<file path="config.mk">
export PLATFORM = sky130hd
export DESIGN_NAME = register_file
export DESIGN_NICKNAME = d
export VERILOG_FILES = /design/src/rtl/register_file_pkg.sv /design/src/rtl/register_file_decoder.sv /design/src/rtl/register_file.sv
export SDC_FILE = /design/constraint.sdc
export NUM_CORES = 2
export LEC_CHECK = 0
export CAP_MARGIN = 20
export CORE_MARGIN = 2
export CORE_UTILIZATION = 30
export DETAILED_ROUTE_END_ITERATION = 12
export SETUP_SLACK_MARGIN = 0.1
export SKIP_CTS_REPAIR_TIMING = 1
export SYNTH_ARGS = -nofsm -noshare
export SYNTH_HDL_FRONTEND = slang
export SYNTH_SLANG_ARGS = --single-unit
</file>
<file path="constraint.sdc">
create_clock -name clk -period 3.29 [get_ports clk]
set_input_delay 0.658 -clock clk [delete_from_list [all_inputs] [get_ports clk]]
set_output_delay 0.658 -clock clk [all_outputs]
set_load 0.01 [all_outputs]
</file>
<file path="src/rtl/register_file_pkg.sv">
// Shared widths and constants for the SSRisc integer register file.
package register_file_pkg;
  localparam int XLEN     = 32;
  localparam int REG_AW   = 5;
  localparam int NUM_REGS = 1 << REG_AW;
  localparam logic [REG_AW-1:0] REG_ZERO = 5'd0;
endpackage

</file>
<file path="src/rtl/register_file_decoder.sv">
// 5-to-32 one-hot decoder with enable; drives the write-port row select.
module Decoder5x32
  import register_file_pkg::*;
(
  input  logic [REG_AW-1:0]   in,
  input  logic                en,
  output logic [NUM_REGS-1:0] out
);

  always_comb begin
    out = '0;
    if (en) out[in] = 1'b1;
  end

endmodule

</file>
<file path="src/rtl/register_file.sv">
// 31 x XLEN integer registers (x0 hardwired to zero), two combinational read
// ports with write-through bypass, one write port and a busy-bit scoreboard.
module register_file #(
  parameter int XLEN = register_file_pkg::XLEN
) (
  input  logic                               clk,
  input  logic                               rst,
  input  logic [register_file_pkg::REG_AW-1:0] rs1_addr,
  input  logic [register_file_pkg::REG_AW-1:0] rs2_addr,
  input  logic                               rs1_used,
  input  logic                               rs2_used,
  output logic [XLEN-1:0]                    rs1_data,
  output logic [XLEN-1:0]                    rs2_data,
  input  logic                               wr_en,
  input  logic [register_file_pkg::REG_AW-1:0] rd_addr,
  input  logic [XLEN-1:0]                    wr_data,
  input  logic                               claim_en,
  input  logic [register_file_pkg::REG_AW-1:0] claim_addr,
  output logic                               rs1_busy,
  output logic                               rs2_busy,
  output logic                               stall
);
  import register_file_pkg::*;

  localparam logic [NUM_REGS-1:0] ROW0_MASK = ~{{(NUM_REGS-1){1'b0}}, 1'b1};

  logic [XLEN-1:0]     regs [1:NUM_REGS-1];
  logic [NUM_REGS-1:0] dec_out;
  logic [NUM_REGS-1:0] row_sel;
  logic [NUM_REGS-1:0] claim_sel;
  logic [NUM_REGS-1:0] busy;
  logic [NUM_REGS-1:0] busy_nxt;
  logic                rs1_hit;
  logic                rs2_hit;

  Decoder5x32 u_wr_dec (
    .in  (rd_addr),
    .en  (wr_en),
    .out (dec_out)
  );

  assign row_sel = dec_out & ROW0_MASK;

  always_comb begin
    claim_sel = '0;
    if (claim_en && (claim_addr != REG_ZERO)) claim_sel[claim_addr] = 1'b1;
  end

  // Clear before set: a claim in the same cycle belongs to a newer producer.
  assign busy_nxt = (busy & ~row_sel) | claim_sel;

  always_ff @(posedge clk) begin
    if (rst) begin
      busy <= '0;
      for (int i = 1; i < NUM_REGS; i++) regs[i] <= '0;
    end else begin
      busy <= busy_nxt & ROW0_MASK;
      for (int i = 1; i < NUM_REGS; i++) begin
        if (row_sel[i]) regs[i] <= wr_data;
      end
    end
  end

  assign rs1_hit = wr_en && (rd_addr == rs1_addr);
  assign rs2_hit = wr_en && (rd_addr == rs2_addr);

  always_comb begin
    if (rs1_addr == REG_ZERO)  rs1_data = '0;
    else if (rs1_hit)          rs1_data = wr_data;
    else                       rs1_data = regs[rs1_addr];

    if (rs2_addr == REG_ZERO)  rs2_data = '0;
    else if (rs2_hit)          rs2_data = wr_data;
    else                       rs2_data = regs[rs2_addr];
  end

  // A same-cycle write-back resolves the hazard through the bypass.
  assign rs1_busy = busy[rs1_addr] & ~rs1_hit;
  assign rs2_busy = busy[rs2_addr] & ~rs2_hit;
  assign stall    = (rs1_busy & rs1_used) | (rs2_busy & rs2_used);

endmodule

</file>
==> results_dict.tcl <==
set metrics [dict create \
    irDropWorstVdd_v 0.000408 \
    worstMarginPinSlew_ns 1.02 \
    reg2reg_slack_ns 2.63 \
    ant_nets 0 \
    yosysTopAreaCell "edfxtp_1" \
    slowest_stage "mux4_2" \
    fin_crit_sh_pct 102 \
    top_usage_layer "met2" \
    area_growth_pct 29.7 \
    die-area_um2 189000 \
    synthesis.area_um2 55600 \
    met3_usage_pct 4.92 \
    numPortBuffers 124 \
    routed_wl_mm 216 \
    gp_congestion 0.884 \
    grt.overflow.total 0 \
    cts_buffers 108 \
    ys_seq_area_share_pct 54.7 \
    multi_input_area_um2 25100 \
    synth-edff-count 992 \
    syn_avg_cell_area_um2 14.0 \
    dp_hpwl_mm 135 \
    yosys_warnings 0 \
    wl_per_cell_um 30.6 \
    setup_viol 13 \
    drv_slew 0 \
    met2_usage_pct 33.4 \
    cts_tree "done" \
    drt-pass1-iter-count 6 \
    first_global_vias 38700 \
    path_cells "mux4_2 > a22oi_2 > nand3_2 > buf_6 > a22o_4 > buf_6" \
    grt_pass1_wl_mm 290 \
    fmax_mhz 298 \
    layout.nets 4547 \
    finalWorstSetupSlack_ns -0.0605 \
    boundaryPins 125 \
    hold_class "register to register" \
    placedCellCount 6672 \
    die_w_um 434 \
    hold_viol_final 0 \
    startpoint "regs[27][7]" \
    synthFlopType "edfxtp_1" \
    slew-limit-headroom_pct 31.9 \
    power_density_nw_per_um2 464 \
    postSynthCellCount 3967 \
    drc 0 \
    r2r-start "busy[14]" \
    cp-end-kind "primary output" \
    die_y_um 434 \
    rsz0062_at_grt "yes" \
    p_leak_nw 25.6 \
    viasPerCell 5.74 \
    antenna_found_initial 18 \
    htreeDepth 3 \
    final_cells 7043 \
    yosysUniqueCellTypes 56 \
    period_needed_ns 3.35 \
    critPathLaunchType "register" \
    synth_area_leaders "edfxtp_1 54%, mux4_2 17%, and2_1 11%, mux2i_1 2.5%, clkbuf_1 2.1%" \
    clk_path_buf_depth 3 \
    cpPeakStageDelay_ns 0.49 \
    violations "negative setup slack" \
    crit_end "rs2_data[7]" \
    vias 40400 \
    worstRegToRegCells 2 \
    clkSinkCount 1023 \
    path_common_cell "buf_6" \
    num_rows 157 \
    grt_max_degree 52 \
    grtUsageTotal_pct 21.7 \
    core_um2 183000 \
    root_buffer "clkbuf_16" \
    clk_latency_ns 0.76 \
    ys_ff_latch 1023 \
    drt_first_iter_violations 6141 \
    path_clk_slew_ns 0.07 \
    register_area_um2 30400 \
    start_util_pct 30.3 \
    hold_ws_ns 0.487 \
    crit_fanout 2 \
    final_util_pct 39.3 \
    cap_violations 0 \
    drive_gt1_share_pct 39.2 \
    ys_async_sr_fraction_pct 0 \
    netlist.area_leader.share_pct 53.6 \
    crit_required_ns 2.63 \
    met1_usage_pct 29.9 \
    critPathArrivalTime_ns 2.69 \
    r2r_end "busy[14]" \
    crit_type "register to primary output" \
    fill_cells 17000 \
    syn-num-nets 4025 \
    finClkSkew_ns 0 \
    outcome "complete, but fails checks" \
]
## sequential cells by signal (all words and copies together), names as in the netlist
name / flops
regs: 992
busy: 31
## metal layers
layer | up-vias | part of all wire [%]
li1 | 16300 | -
met2 | 2765 | 46
met1 | 20900 | 39
met3 | 418 | 12
met5 | - | 0.0060
met4 | 2 | 3.8
## cells in the final DEF (no fill, tap or decap), types with 25 or more instances in the layout
master,n
edfxtp_1,992
and2_1,968
buf_4,437
mux4_2,422
buf_12,179
mux2i_1,136
clkbuf_16,135
nor2_1,84
a22oi_2,84
buf_6,71
o21ai_0,59
a211oi_2,50
a21oi_1,48
a211oi_1,47
clkdlybuf4s50_1,41
o22ai_1,35
nor3_1,34
inv_1,33
nand2_1,32
a21o_2,31
a211o_1,30
a22o_1,29
dfxtp_1,29
buf_2,29
nand3_1,26
mux2_2,25
clkinv_2,25
## power by group
group | internal [mW] | switching [mW] | total (mW)
clock | 6.93 | 5.49 | 12.4
combinational | 2.63 | 3.02 | 5.65
sequential | 15.0 | 0.368 | 15.4
## critical path, delay by kind of cell (launching register included)
| family | cells | cell delay [ns] |
|---|---|---|
| muxes | 1 | 0.49 |
| and+or+nand+nor | 1 | 0.18 |
| buffers and inverters | 2 | 0.31 |
| DFF | 1 | 0.41 |
| AOI/OAI and AO/OA | 2 | 0.54 |
## layout make-up
| cell class | count | share of cell area (%) |
|---|---|---|
| Sequential cell | 1023 | 42.2 |
| Multi-Input combinational cell | 2474 | 34.8 |
| Timing Repair Buffer | 848 | 13.7 |
| Tap cell | 2464 | 4.28 |
| Clock buffer | 124 | 3.86 |
| Clock inverter | 72 | 0.959 |
| Inverter | 34 | 0.177 |
| Antenna cell | 4 | 0.0139 |
## kinds of logic after synthesis
group | count (synthesis) | synth area share, %
simple gates | 1300 | 13.8
flops | 1023 | 54.7
mux | 586 | 20.1
compound gates | 578 | 7.28
buf+inv | 470 | 3.95
xor+xnor | 10 | 0.158
## metrics by stage
step / TNS, ns / cell area (um2) / setup slack (ns) / power (mW)
floorplan: 0 / 55600 / 0.365 / 17.9
global placement: -46.08 / 64500 / -1.17 / 20.5
detailed placement: -42.74 / 64500 / -1.14 / 20.5
CTS: -44.31 / 68000 / -1.17 / 32.8
global route: -1.00 / 72000 / -0.0863 / 34.2
finish: -0.317 / 72000 / -0.0605 / 33.4
## worst min-delay path by stage
stage / slack [ns] / cells after the start / startpoint / to
finish: 0.49 / 2 / busy[17] / busy[17]
global route: 0.51 / 2 / busy[16] / busy[16]
CTS: 0.49 / 2 / busy[20] / busy[20]
detailed placement: 0.47 / 2 / busy[19] / busy[19]
global placement: 0.46 / 2 / busy[18] / busy[18]
floorplan: 0.45 / 2 / busy[19] / busy[19]
## cells in the mapped netlist (2+ instances only)
cell and instances:
edfxtp_1 992, and2_1 968, mux4_2 422, clkbuf_1 305, mux2i_1 138, nor2_1 120
a211oi_1 109, a22oi_1 108, a21oi_1 73, buf_2 69, o21ai_0 65, o22ai_1 58
nand2_1 55, nand3_1 46, a22o_1 41, nor3_1 35, inv_1 33, a211o_1 31
a21o_1 31, dfxtp_1 31, mux2_2 26, buf_4 25, buf_6 25, a21boi_0 23
nor2b_1 17, nor4_1 11, a2111oi_0 10, a31oi_1 10, nand3b_1 10, a221oi_1 9
nor3b_1 8, buf_1 7, nand2b_1 7, or3_1 6, xnor2_1 6, and3_1 4
and3b_1 4, buf_8 4, xor2_1 4, or2_2 3, nand4_1 2, o2111a_1 2
Note: power is estimated with default switching activity, not from simulation.
